==> config.mk <==
export PLATFORM = sky130hd
export DESIGN_NAME = i2c_reg_sequencer_flat
export DESIGN_NICKNAME = d
export VERILOG_FILES = /design/src/rtl/i2c_reg_sequencer_if.sv /design/src/rtl/i2c_reg_sequencer.sv /design/src/flat_wrapper.sv
export SDC_FILE = /design/constraint.sdc
export NUM_CORES = 1
export LEC_CHECK = 0
export CAP_MARGIN = 20
export CORE_MARGIN = 2
export CORE_UTILIZATION = 47
export CTS_CLUSTER_SIZE = 28
export DETAILED_ROUTE_END_ITERATION = 12
export GPL_ROUTABILITY_DRIVEN = 0
export PLACE_DENSITY = 0.8
export SLEW_MARGIN = 20
export SYNTH_ARGS = -nofsm -noshare
export SYNTH_HDL_FRONTEND = slang
export SYNTH_SLANG_ARGS = --single-unit
==> constraint.sdc <==
create_clock -name clk -period 5.3 [get_ports clk]
set_input_delay 1.59 -clock clk [delete_from_list [all_inputs] [get_ports clk]]
set_output_delay 1.59 -clock clk [all_outputs]
set_load 0.02 [all_outputs]
==> src/rtl/i2c_reg_sequencer_if.sv <==
// Bundle of the request/response, I2C-master command/data and status signals around the sequencer.
// The slave modport is the sequencer's view; the master modport is the surrounding host plus i2c_master.
interface i2c_reg_sequencer_if;
  logic       req_valid;
  logic       req_ready;
  logic       req_read;
  logic [6:0] req_dev_addr;
  logic [7:0] req_reg_addr;
  logic [7:0] req_wdata;

  logic       rsp_valid;
  logic       rsp_ready;
  logic [7:0] rsp_rdata;
  logic       rsp_nack;
  logic       rsp_timeout;

  logic [6:0] m_axis_cmd_address;
  logic       m_axis_cmd_start;
  logic       m_axis_cmd_read;
  logic       m_axis_cmd_write;
  logic       m_axis_cmd_write_multiple;
  logic       m_axis_cmd_stop;
  logic       m_axis_cmd_valid;
  logic       m_axis_cmd_ready;

  logic [7:0] m_axis_data_tdata;
  logic       m_axis_data_tvalid;
  logic       m_axis_data_tlast;
  logic       m_axis_data_tready;

  logic [7:0] s_axis_data_tdata;
  logic       s_axis_data_tvalid;
  logic       s_axis_data_tlast;
  logic       s_axis_data_tready;

  logic       missed_ack;
  logic       busy;

  modport slave (
    input  req_valid, req_read, req_dev_addr, req_reg_addr, req_wdata, rsp_ready,
           m_axis_cmd_ready, m_axis_data_tready,
           s_axis_data_tdata, s_axis_data_tvalid, s_axis_data_tlast, missed_ack, busy,
    output req_ready, rsp_valid, rsp_rdata, rsp_nack, rsp_timeout,
           m_axis_cmd_address, m_axis_cmd_start, m_axis_cmd_read, m_axis_cmd_write,
           m_axis_cmd_write_multiple, m_axis_cmd_stop, m_axis_cmd_valid,
           m_axis_data_tdata, m_axis_data_tvalid, m_axis_data_tlast, s_axis_data_tready
  );

  modport master (
    output req_valid, req_read, req_dev_addr, req_reg_addr, req_wdata, rsp_ready,
           m_axis_cmd_ready, m_axis_data_tready,
           s_axis_data_tdata, s_axis_data_tvalid, s_axis_data_tlast, missed_ack, busy,
    input  req_ready, rsp_valid, rsp_rdata, rsp_nack, rsp_timeout,
           m_axis_cmd_address, m_axis_cmd_start, m_axis_cmd_read, m_axis_cmd_write,
           m_axis_cmd_write_multiple, m_axis_cmd_stop, m_axis_cmd_valid,
           m_axis_data_tdata, m_axis_data_tvalid, m_axis_data_tlast, s_axis_data_tready
  );
endinterface

==> src/rtl/i2c_reg_sequencer.sv <==
// Register-level front end for an AXI-stream I2C master: turns one register read/write
// request into the command/data sequence, guarded by a watchdog, and returns one response.
module i2c_reg_sequencer #(
  parameter logic [15:0] TIMEOUT_CYCLES = 16'd65535
) (
  input  logic               clk,
  input  logic               rst_n,
  i2c_reg_sequencer_if.slave bus
);

  typedef enum logic [3:0] {
    IDLE, W_CMD, W_REG, W_VAL, W_WAIT, R_CMD_WR, R_REG, R_CMD_RD, R_RX, RESP
  } state_e;

  state_e      state_q, state_d;
  logic [6:0]  dev_q, dev_d;
  logic [7:0]  reg_q, reg_d;
  logic [7:0]  wdata_q, wdata_d;
  logic [7:0]  rdata_q, rdata_d;
  logic        nack_q, nack_d;
  logic        timeout_q, timeout_d;
  logic        first_q, first_d;
  logic [15:0] wd_q, wd_d;
  logic        armed_q;
  logic        active;
  logic        unused_tlast;

  // The response fields sit still in RESP, so status sampling covers only the bus states.
  assign active       = (state_q != IDLE) && (state_q != RESP);
  assign unused_tlast = bus.s_axis_data_tlast;

  // NOTE: every flop here uses non-blocking assignment so all registers update from pre-edge values.
  always_ff @(posedge clk or negedge rst_n) begin
    if (!rst_n) begin
      state_q   <= IDLE;
      dev_q     <= '0;
      reg_q     <= '0;
      wdata_q   <= '0;
      rdata_q   <= '0;
      nack_q    <= 1'b0;
      timeout_q <= 1'b0;
      first_q   <= 1'b0;
      wd_q      <= '0;
      armed_q   <= 1'b0;
    end else begin
      state_q   <= state_d;
      dev_q     <= dev_d;
      reg_q     <= reg_d;
      wdata_q   <= wdata_d;
      rdata_q   <= rdata_d;
      nack_q    <= nack_d;
      timeout_q <= timeout_d;
      first_q   <= first_d;
      wd_q      <= wd_d;
      armed_q   <= 1'b1;
    end
  end

  assign bus.m_axis_cmd_address = dev_q;
  assign bus.rsp_rdata          = rdata_q;
  assign bus.rsp_nack           = nack_q;
  assign bus.rsp_timeout        = timeout_q;

  // NOTE: every signal driven below gets a default first, so no path can infer a latch.
  always_comb begin
    state_d   = state_q;
    dev_d     = dev_q;
    reg_d     = reg_q;
    wdata_d   = wdata_q;
    rdata_d   = rdata_q;
    nack_d    = nack_q;
    timeout_d = timeout_q;
    first_d   = 1'b0;
    wd_d      = wd_q;

    bus.req_ready                 = 1'b0;
    bus.rsp_valid                 = 1'b0;
    bus.m_axis_cmd_start          = 1'b0;
    bus.m_axis_cmd_read           = 1'b0;
    bus.m_axis_cmd_write          = 1'b0;
    bus.m_axis_cmd_write_multiple = 1'b0;
    bus.m_axis_cmd_stop           = 1'b0;
    bus.m_axis_cmd_valid          = 1'b0;
    bus.m_axis_data_tdata         = 8'd0;
    bus.m_axis_data_tvalid        = 1'b0;
    bus.m_axis_data_tlast         = 1'b0;
    bus.s_axis_data_tready        = 1'b0;

    if (active && bus.missed_ack) nack_d = 1'b1;

    unique case (state_q)
      IDLE: begin
        // armed_q keeps req_ready low until the first edge after reset release.
        bus.req_ready = armed_q;
        if (armed_q && bus.req_valid) begin
          dev_d     = bus.req_dev_addr;
          reg_d     = bus.req_reg_addr;
          wdata_d   = bus.req_wdata;
          rdata_d   = 8'd0;
          nack_d    = 1'b0;
          timeout_d = 1'b0;
          wd_d      = 16'd0;
          state_d   = bus.req_read ? R_CMD_WR : W_CMD;
        end
      end
      W_CMD: begin
        bus.m_axis_cmd_start          = 1'b1;
        bus.m_axis_cmd_write_multiple = 1'b1;
        bus.m_axis_cmd_stop           = 1'b1;
        bus.m_axis_cmd_valid          = 1'b1;
        if (bus.m_axis_cmd_ready) state_d = W_REG;
      end
      W_REG: begin
        bus.m_axis_data_tdata  = reg_q;
        bus.m_axis_data_tvalid = 1'b1;
        if (bus.m_axis_data_tready) state_d = W_VAL;
      end
      W_VAL: begin
        bus.m_axis_data_tdata  = wdata_q;
        bus.m_axis_data_tlast  = 1'b1;
        bus.m_axis_data_tvalid = 1'b1;
        if (bus.m_axis_data_tready) begin
          state_d = W_WAIT;
          first_d = 1'b1;
        end
      end
      W_WAIT: begin
        // The master raises busy a cycle late, so the entry cycle's busy is not trusted.
        if (!first_q && !bus.busy) state_d = RESP;
      end
      R_CMD_WR: begin
        bus.m_axis_cmd_start = 1'b1;
        bus.m_axis_cmd_write = 1'b1;
        bus.m_axis_cmd_valid = 1'b1;
        if (bus.m_axis_cmd_ready) state_d = R_REG;
      end
      R_REG: begin
        bus.m_axis_data_tdata  = reg_q;
        bus.m_axis_data_tlast  = 1'b1;
        bus.m_axis_data_tvalid = 1'b1;
        if (bus.m_axis_data_tready) state_d = R_CMD_RD;
      end
      R_CMD_RD: begin
        bus.m_axis_cmd_start = 1'b1;
        bus.m_axis_cmd_read  = 1'b1;
        bus.m_axis_cmd_stop  = 1'b1;
        bus.m_axis_cmd_valid = 1'b1;
        if (bus.m_axis_cmd_ready) state_d = R_RX;
      end
      R_RX: begin
        bus.s_axis_data_tready = 1'b1;
        if (bus.s_axis_data_tvalid) begin
          rdata_d = bus.s_axis_data_tdata;
          state_d = RESP;
        end
      end
      RESP: begin
        bus.rsp_valid = 1'b1;
        if (bus.rsp_ready) state_d = IDLE;
      end
      default: state_d = IDLE;
    endcase

    // Watchdog overrides whatever the state decided, including a same-cycle completion.
    if (active) begin
      wd_d = wd_q + 16'd1;
      if (wd_d == TIMEOUT_CYCLES) begin
        state_d   = RESP;
        timeout_d = 1'b1;
        rdata_d   = 8'd0;
      end
    end
  end

endmodule

==> src/flat_wrapper.sv <==
// flat-port wrapper written by rule: the top's interface ports become plain ports
module i2c_reg_sequencer_flat 
#(
  parameter logic [15:0] TIMEOUT_CYCLES = 16'd65535
)
  (clk, rst_n, bus_req_valid, bus_req_read, bus_req_dev_addr, bus_req_reg_addr, bus_req_wdata, bus_rsp_ready, bus_m_axis_cmd_ready, bus_m_axis_data_tready, bus_s_axis_data_tdata, bus_s_axis_data_tvalid, bus_s_axis_data_tlast, bus_missed_ack, bus_busy, bus_req_ready, bus_rsp_valid, bus_rsp_rdata, bus_rsp_nack, bus_rsp_timeout, bus_m_axis_cmd_address, bus_m_axis_cmd_start, bus_m_axis_cmd_read, bus_m_axis_cmd_write, bus_m_axis_cmd_write_multiple, bus_m_axis_cmd_stop, bus_m_axis_cmd_valid, bus_m_axis_data_tdata, bus_m_axis_data_tvalid, bus_m_axis_data_tlast, bus_s_axis_data_tready);
  i2c_reg_sequencer_if bus_i ();
  input  logic clk;
  input  logic rst_n;
  input wire logic [$bits(bus_i.req_valid)-1:0] bus_req_valid;
  input wire logic [$bits(bus_i.req_read)-1:0] bus_req_read;
  input wire logic [$bits(bus_i.req_dev_addr)-1:0] bus_req_dev_addr;
  input wire logic [$bits(bus_i.req_reg_addr)-1:0] bus_req_reg_addr;
  input wire logic [$bits(bus_i.req_wdata)-1:0] bus_req_wdata;
  input wire logic [$bits(bus_i.rsp_ready)-1:0] bus_rsp_ready;
  input wire logic [$bits(bus_i.m_axis_cmd_ready)-1:0] bus_m_axis_cmd_ready;
  input wire logic [$bits(bus_i.m_axis_data_tready)-1:0] bus_m_axis_data_tready;
  input wire logic [$bits(bus_i.s_axis_data_tdata)-1:0] bus_s_axis_data_tdata;
  input wire logic [$bits(bus_i.s_axis_data_tvalid)-1:0] bus_s_axis_data_tvalid;
  input wire logic [$bits(bus_i.s_axis_data_tlast)-1:0] bus_s_axis_data_tlast;
  input wire logic [$bits(bus_i.missed_ack)-1:0] bus_missed_ack;
  input wire logic [$bits(bus_i.busy)-1:0] bus_busy;
  output wire logic [$bits(bus_i.req_ready)-1:0] bus_req_ready;
  output wire logic [$bits(bus_i.rsp_valid)-1:0] bus_rsp_valid;
  output wire logic [$bits(bus_i.rsp_rdata)-1:0] bus_rsp_rdata;
  output wire logic [$bits(bus_i.rsp_nack)-1:0] bus_rsp_nack;
  output wire logic [$bits(bus_i.rsp_timeout)-1:0] bus_rsp_timeout;
  output wire logic [$bits(bus_i.m_axis_cmd_address)-1:0] bus_m_axis_cmd_address;
  output wire logic [$bits(bus_i.m_axis_cmd_start)-1:0] bus_m_axis_cmd_start;
  output wire logic [$bits(bus_i.m_axis_cmd_read)-1:0] bus_m_axis_cmd_read;
  output wire logic [$bits(bus_i.m_axis_cmd_write)-1:0] bus_m_axis_cmd_write;
  output wire logic [$bits(bus_i.m_axis_cmd_write_multiple)-1:0] bus_m_axis_cmd_write_multiple;
  output wire logic [$bits(bus_i.m_axis_cmd_stop)-1:0] bus_m_axis_cmd_stop;
  output wire logic [$bits(bus_i.m_axis_cmd_valid)-1:0] bus_m_axis_cmd_valid;
  output wire logic [$bits(bus_i.m_axis_data_tdata)-1:0] bus_m_axis_data_tdata;
  output wire logic [$bits(bus_i.m_axis_data_tvalid)-1:0] bus_m_axis_data_tvalid;
  output wire logic [$bits(bus_i.m_axis_data_tlast)-1:0] bus_m_axis_data_tlast;
  output wire logic [$bits(bus_i.s_axis_data_tready)-1:0] bus_s_axis_data_tready;
  assign bus_i.req_valid = bus_req_valid;
  assign bus_i.req_read = bus_req_read;
  assign bus_i.req_dev_addr = bus_req_dev_addr;
  assign bus_i.req_reg_addr = bus_req_reg_addr;
  assign bus_i.req_wdata = bus_req_wdata;
  assign bus_i.rsp_ready = bus_rsp_ready;
  assign bus_i.m_axis_cmd_ready = bus_m_axis_cmd_ready;
  assign bus_i.m_axis_data_tready = bus_m_axis_data_tready;
  assign bus_i.s_axis_data_tdata = bus_s_axis_data_tdata;
  assign bus_i.s_axis_data_tvalid = bus_s_axis_data_tvalid;
  assign bus_i.s_axis_data_tlast = bus_s_axis_data_tlast;
  assign bus_i.missed_ack = bus_missed_ack;
  assign bus_i.busy = bus_busy;
  assign bus_req_ready = bus_i.req_ready;
  assign bus_rsp_valid = bus_i.rsp_valid;
  assign bus_rsp_rdata = bus_i.rsp_rdata;
  assign bus_rsp_nack = bus_i.rsp_nack;
  assign bus_rsp_timeout = bus_i.rsp_timeout;
  assign bus_m_axis_cmd_address = bus_i.m_axis_cmd_address;
  assign bus_m_axis_cmd_start = bus_i.m_axis_cmd_start;
  assign bus_m_axis_cmd_read = bus_i.m_axis_cmd_read;
  assign bus_m_axis_cmd_write = bus_i.m_axis_cmd_write;
  assign bus_m_axis_cmd_write_multiple = bus_i.m_axis_cmd_write_multiple;
  assign bus_m_axis_cmd_stop = bus_i.m_axis_cmd_stop;
  assign bus_m_axis_cmd_valid = bus_i.m_axis_cmd_valid;
  assign bus_m_axis_data_tdata = bus_i.m_axis_data_tdata;
  assign bus_m_axis_data_tvalid = bus_i.m_axis_data_tvalid;
  assign bus_m_axis_data_tlast = bus_i.m_axis_data_tlast;
  assign bus_s_axis_data_tready = bus_i.s_axis_data_tready;
  i2c_reg_sequencer #(.TIMEOUT_CYCLES(TIMEOUT_CYCLES)) u_core (.clk(clk), .rst_n(rst_n), .bus(bus_i));
endmodule
==> results of run 1 <==
Yosys cell counts (2+ instances only):
cell      count
o41ai_1       2
buf_2         7
nor3_1        9
dfrtp_1      55
nand3b_1      3
a22o_1        8
a21oi_1      14
and3_1        3
mux2_2       24
buf_6         2
inv_1         4
nand3_1       7
nor4_2        2
nand2_1      16
xnor2_1       4
o21ai_0      26
buf_1         2
ha_1          2
a22oi_1       7
nor2b_1       3
a32oi_1       2
a31oi_1       2
clkbuf_1     10
nand4_1       6
or2_2         2
nand2b_1      3
nor3b_1       2
nor2_1       28
o31ai_1       4
and2_1        4
metal layers:
| metal | GRT usage [%] | part of all wire, % | vias to the layer above |
|---|---|---|---|
| li1 | - | - | 1172 |
| met1 | 25.6 | 42 | 1193 |
| met3 | 3.80 | 5.3 | 10 |
| met2 | 33.0 | 51 | 83 |
| met5 | 0 | 0 | - |
| met4 | 8.36 | 1.9 | 0 |
sequential cells by signal (all words and copies together) (netlist names):
signal,flops
u_core.wd_q,16
u_core.bus.rsp_rdata,8
u_core.reg_q,8
u_core.wdata_q,8
u_core.bus.m_axis_cmd_address,7
u_core.state_q,4
u_core.armed_q,1
u_core.bus.rsp_nack,1
u_core.bus.rsp_timeout,1
u_core.first_q,1
cell families after synthesis:
family	count (synthesis)	synth area share (%)
other	1	0.129
AND/OR/NAND/NOR	101	19.4
buffers and inverters	26	4.32
AO/OA/AOI/OAI	73	16.6
adder cells (fa/ha/maj)	2	0.863
multiplexers	25	9.67
flip-flops	55	47.5
XOR/XNOR	5	1.51
metrics by stage:
stage	setup slack, ns	util, %	area [um2]	hold WS [ns]
after CTS	1.14	63.4	3780	0.493
after global routing	0.991	63.4	3780	0.503
final	1.14	63.4	3780	0.492
after global placement	1.51	61.6	3670	0.468
after detailed placement	1.47	61.6	3670	0.472
after floorplan	1.95	-	2900	0.445
power by group through the flow:
stage	Clock, mW	Sequential [mW]	Combinational (mW)
2_1_floorplan	0	0.750	0.611
3_3_place_gp	0	0.739	1.00
3_5_place_dp	0	0.749	1.03
4_1_cts	0.291	0.742	1.03
5_1_grt	0.303	0.769	1.11
6_report	0.287	0.744	1.02
worst max path at each step:
stage | end | depth (start not counted) | from | slack, ns
floorplan | bus_m_axis_cmd_stop | 5 | u_core.state_q[0] | 1.95
global placement | u_core.wd_q[6] | 7 | bus_req_valid | 1.51
detailed placement | u_core.wd_q[6] | 7 | bus_req_valid | 1.47
CTS | bus_m_axis_data_tdata[2] | 4 | u_core.state_q[1] | 1.14
global route | bus_m_axis_data_tdata[2] | 4 | u_core.state_q[1] | 0.99
finish | bus_m_axis_data_tdata[2] | 4 | u_core.state_q[1] | 1.14
layout make-up:
cell class,instances,share of cell area (%)
Multi-Input combinational cell,207,37.1
Sequential cell,55,36.4
Timing Repair Buffer,79,20.6
Tap cell,75,2.48
Clock buffer,6,1.92
Clock inverter,2,1.03
Inverter,4,0.397
==> metrics, run 1 <==
status finished clean; via count 2458; HP Start u_core.wd_q[15]; Avg Inst Size Synth 10.1 um2; delay-heaviest family, CP simple AND/OR/NAND/NOR gates; Mapped Cells 288; Tcrit/Tclk final 78.6%; CP peak stage delay 0.68 ns; Clk Tree Root Cell clkbuf_8; DR pass1 iterations 5; GRT Total Usage 19.9%; post-synthesis cell area 2900 um2; Yosys top cell area share 47.5%; Most used DFF post-synth dfrtp_1; Clock Skew 0.0129 ns; Placed Instances 420; Slew headroom 44.3%; fin. max-slew vios 0; Reg2Reg Depth 7; DRC Markers 0; CP Launch Type flip-flop; number of global-route vias before repair 2281; switching pwr 0.832 mW; Detailed Place HPWL 4750 um; TritonCTS clock tree done; sequential-to-total area share from yosys stat 47.5%; Period minus WS final 4.16 ns; Synth area leaders dfrtp_1 (47%), mux2_2 (9.3%), o21ai_0 (4.5%); initial antenna violation count 0; most frequent cells in the layout clkdlybuf4s50_1 (75), dfrtp_1 (55), nor2_1 (28), o21ai_0 (26), mux2_2 (24); WP buf/inv 1; Critical-path top delay cell dfrtp_1; fraction of power consumed by sequential logic 36.2%; crit-path max FO 16; # setup viols final 0; IO buf count 76; num ports 78; global route overflow 0; clock slew seen by the registers of the worst setup and hold paths 0.10 ns; Hold Fails Final Rpt 0; worst-path cell chain nand2b_1, nor2_1, a22o_1, clkdlybuf4s50_1; post-synth cell types 55; maximum VDD drop 0.399 mV; Area growth, synth to finish 30.3%; Post-synth EDFFs 0; Filler cells 504; height of the die 82.5 um; initial DRC count 141; post-route ant nets 0; Post CTS Setup Buffer Count 0; Clk pwr share 14.0%; CP endpoint kind output pin; TritonCTS sink count 55; Power Density 543 nW/um2; sw frac 40.5%; Hold EP u_core.wd_q[15]; # diodes 0; Crit Path Class reg -> out; Seq. cell area 1380 um2; vias per cell 5.74; Leakage 1.50 nW; syn_nets 332; H-tree Lvls 2; initial core utilization 48.7%; std cell rows 28; reg2reg start u_core.wd_q[0]; largest net degree at the start of global routing 56; Worst-Margin Slew 0.829 ns; floorplan core area 5960 um2; CTS resizes 0; worst hold path class reg -> reg; Gate power share 49.8%; fin nets 396; RSZ-0062 raised after global routing false; cell taking the most area after synthesis dfrtp_1; Internal 1.22 mW; first-pass GRT wire length 10500 um; Setup TNS 0 ns; cts bufs inserted 5; fraction of registers with async set/reset 100%; number of synthesized register bits 55; synthesis warning total 0; area occupied by multi-input gates 1400 um2; total routed wirelength 6790 um; Clock Latency Late Sink 0.32 ns; most common cell after layout, fill and taps aside clkdlybuf4s50_1; R2R setup slack 2.74 ns; reg2reg end u_core.state_q[0]; non-filler instance count after layout 428; Post-CTS Hold Buffers 0; average wire per standard cell 15.9 um; Clock Path Buffers 2; worst path arrival time 2.57 ns; Fmax achieved 240 MHz; Tot Pwr 2.05 mW; die area 6810 um2; hold depth 1; die width 82.5 um; Worst Path Required 3.71 ns; max_cap viols 0; layout cell share with drive strength beyond 1 14.2%
Power figures use the tool's default switching activity.
==> inputs of run 2 (changes only) <==
- CORE_UTILIZATION: 47 -> 44
- PLACE_DENSITY: 0.8 -> 0.79
- clock period: 5.3 -> 3.8 ns (I/O delays scaled with it)
==> run 2 against run 1 <==
Compared with the run above:
- flip-flop and latch count is the same
- sequential share of layout area barely moved
- critical path depth shrank 1
- largest cell class unchanged
- highest routed layer unchanged
- critical endpoint is now bus_m_axis_data_tdata[3]
==> metrics, run 2 (synthesis results as in run 1) <==
Slew headroom 51.4% (+7.0 points); TritonCTS sink count 55 (unchanged); crit-path max FO 16 (unchanged); Area growth, synth to finish 30.3% (about the same); total routed wirelength 6760 um (-0.53%); fin. max-slew vios 0 (unchanged); Fmax achieved 280 MHz; Hold Fails Final Rpt 0 (unchanged); die area 7250 um2 (+6.5%); CTS resizes 0 (unchanged); Reg2Reg Depth 7 (unchanged); Clock Path Buffers 2 (unchanged); Setup TNS 0 ns (unchanged); initial DRC count 154 (+9.2%); Post-CTS Hold Buffers 0 (unchanged); Clk Tree Root Cell clkbuf_8; average wire per standard cell 15.6 um (-1.5%); reg2reg end u_core.state_q[1]; # setup viols final 0 (unchanged); Post CTS Setup Buffer Count 0 (unchanged); GRT Total Usage 19.0% (-0.92 points); height of the die 85.2 um (+3.2%); Placed Instances 424 (+0.95%); number of flip-flops in the largest register 16 (unchanged); Worst-Margin Slew 0.727 ns (-0.102 ns); layout cell share with drive strength beyond 1 14.9% (+0.77 points); Tcrit/Tclk final 93.9%; num ports 78 (unchanged); initial core utilization 45.7% (-3.0 points); reg2reg start u_core.wd_q[0]; largest net degree at the start of global routing 39 (-30%); max_cap viols 0 (unchanged); crit path from u_core.state_q[0]; most common cell after layout, fill and taps aside clkdlybuf4s50_1; most frequent cells in the layout clkdlybuf4s50_1 (75), dfrtp_1 (55), nor2_1 (28), o21ai_0 (26), mux2_2 (24); Leakage 1.50 nW (about the same); fin nets 398 (+0.51%); CP endpoint kind output pin; number of global-route vias before repair 2439 (+6.9%); via count 2474 (+0.65%); Clock Skew 0.0111 ns (-0.00189 ns); R2R setup slack 1.18 ns (-1.56 ns); Detailed Place HPWL 4830 um (+1.6%); status finished clean; Worst Path Required 2.66 ns (-1.05 ns); HP Start u_core.wd_q[15]; global route overflow 0 (unchanged); post-route ant nets 0 (unchanged); Power Density 747 nW/um2 (+37%); largest register by flop count u_core.wd_q; hold depth 1 (unchanged); M1 GR Usage 25.0% (-0.64 points); Crit Path Class reg -> out; IO buf count 76 (unchanged); non-filler instance count after layout 432 (+0.93%); floorplan core area 6350 um2 (+6.6%); worst path arrival time 2.43 ns (-0.14 ns); Hold EP u_core.wd_q[15]; worst hold path class reg -> reg; std cell rows 29 (+3.6%); initial antenna violation count 0 (unchanged); Clock Latency Late Sink 0.31 ns (about the same); H-tree Lvls 2 (unchanged); DR pass1 iterations 4 (-1); DRC Markers 0 (unchanged); first-pass GRT wire length 11300 um (+8.0%); Period minus WS final 3.57 ns; vias per cell 5.73 (-0.28%); cts bufs inserted 5 (unchanged); RSZ-0062 raised after global routing false; met3 Use GR 3.50% (-0.30 points); TritonCTS clock tree done; Tot Pwr 2.82 mW (+37%); # diodes 0 (unchanged); CP Launch Type flip-flop; met2 usage 32.0% (-1.0 points); clock slew seen by the registers of the worst setup and hold paths 0.11 ns (about the same); die width 85.2 um (+3.2%); grt peak-use layer met2; maximum VDD drop 0.467 mV (+17%)
## run 2: changes by cell type in the layout (fill, tap and decap cells not counted), sizes merged
cell      before  now
clkinv         0    1
clkinvlp       0    1
bufinv         1    0
clkbuf         6    5
buf            4    6
## run 2: stage by stage
step / cell area, um2 / hold slack, ns / setup slack (ns) / utilization [%]
global placement: 3680 / 0.467 / 0.626 / 58.0
finish: 3780 / 0.477 / 0.231 / 59.5
floorplan: 2900 / 0.445 / 0.900 / -
detailed placement: 3680 / 0.465 / 0.609 / 58.0
global route: 3780 / 0.505 / 0.106 / 59.5
CTS: 3780 / 0.484 / 0.258 / 59.5
## run 2: layout make-up
type	instances	area, um2
fillers	531	2570
multi-input cells	207	1400
flip-flops and latches	55	1380
repair buffers	81	793
well taps	77	96.3
clock buffers	5	68.8
clock inverters	3	23.8
inverters	4	15.0
## run 2: power by group
part | total [mW] | switching, mW | internal [mW]
logic | 1.47 | 0.767 | 0.706
clock network | 0.338 | 0.205 | 0.134
registers | 1.01 | 0.199 | 0.811
total | 2.82 | 1.17 | 1.65
## run 2: worst max path at each step
stage | slack, ns | end | depth (start not counted)
2_1_floorplan | 0.90 | bus_m_axis_cmd_stop | 5
3_3_place_gp | 0.63 | bus_m_axis_data_tdata[7] | 3
3_5_place_dp | 0.61 | bus_m_axis_data_tdata[6] | 3
4_1_cts | 0.26 | bus_m_axis_data_tdata[6] | 3
5_1_grt | 0.11 | bus_m_axis_data_tdata[4] | 3
6_report | 0.23 | bus_m_axis_data_tdata[3] | 3
## run 2: per-layer routing
metal  vias up  share of wire [%]
met5         -                  0
met4         0                1.8
met3        10                4.6
met2        66                 49
met1      1212                 45
li1       1186                  -
## run 2: worst max-delay path, cell delays in order (launching register included)
cell and delay (ns):
dfrtp_1 0.59, nor2_1 0.66, a22o_1 0.24, clkdlybuf4s50_1 0.62
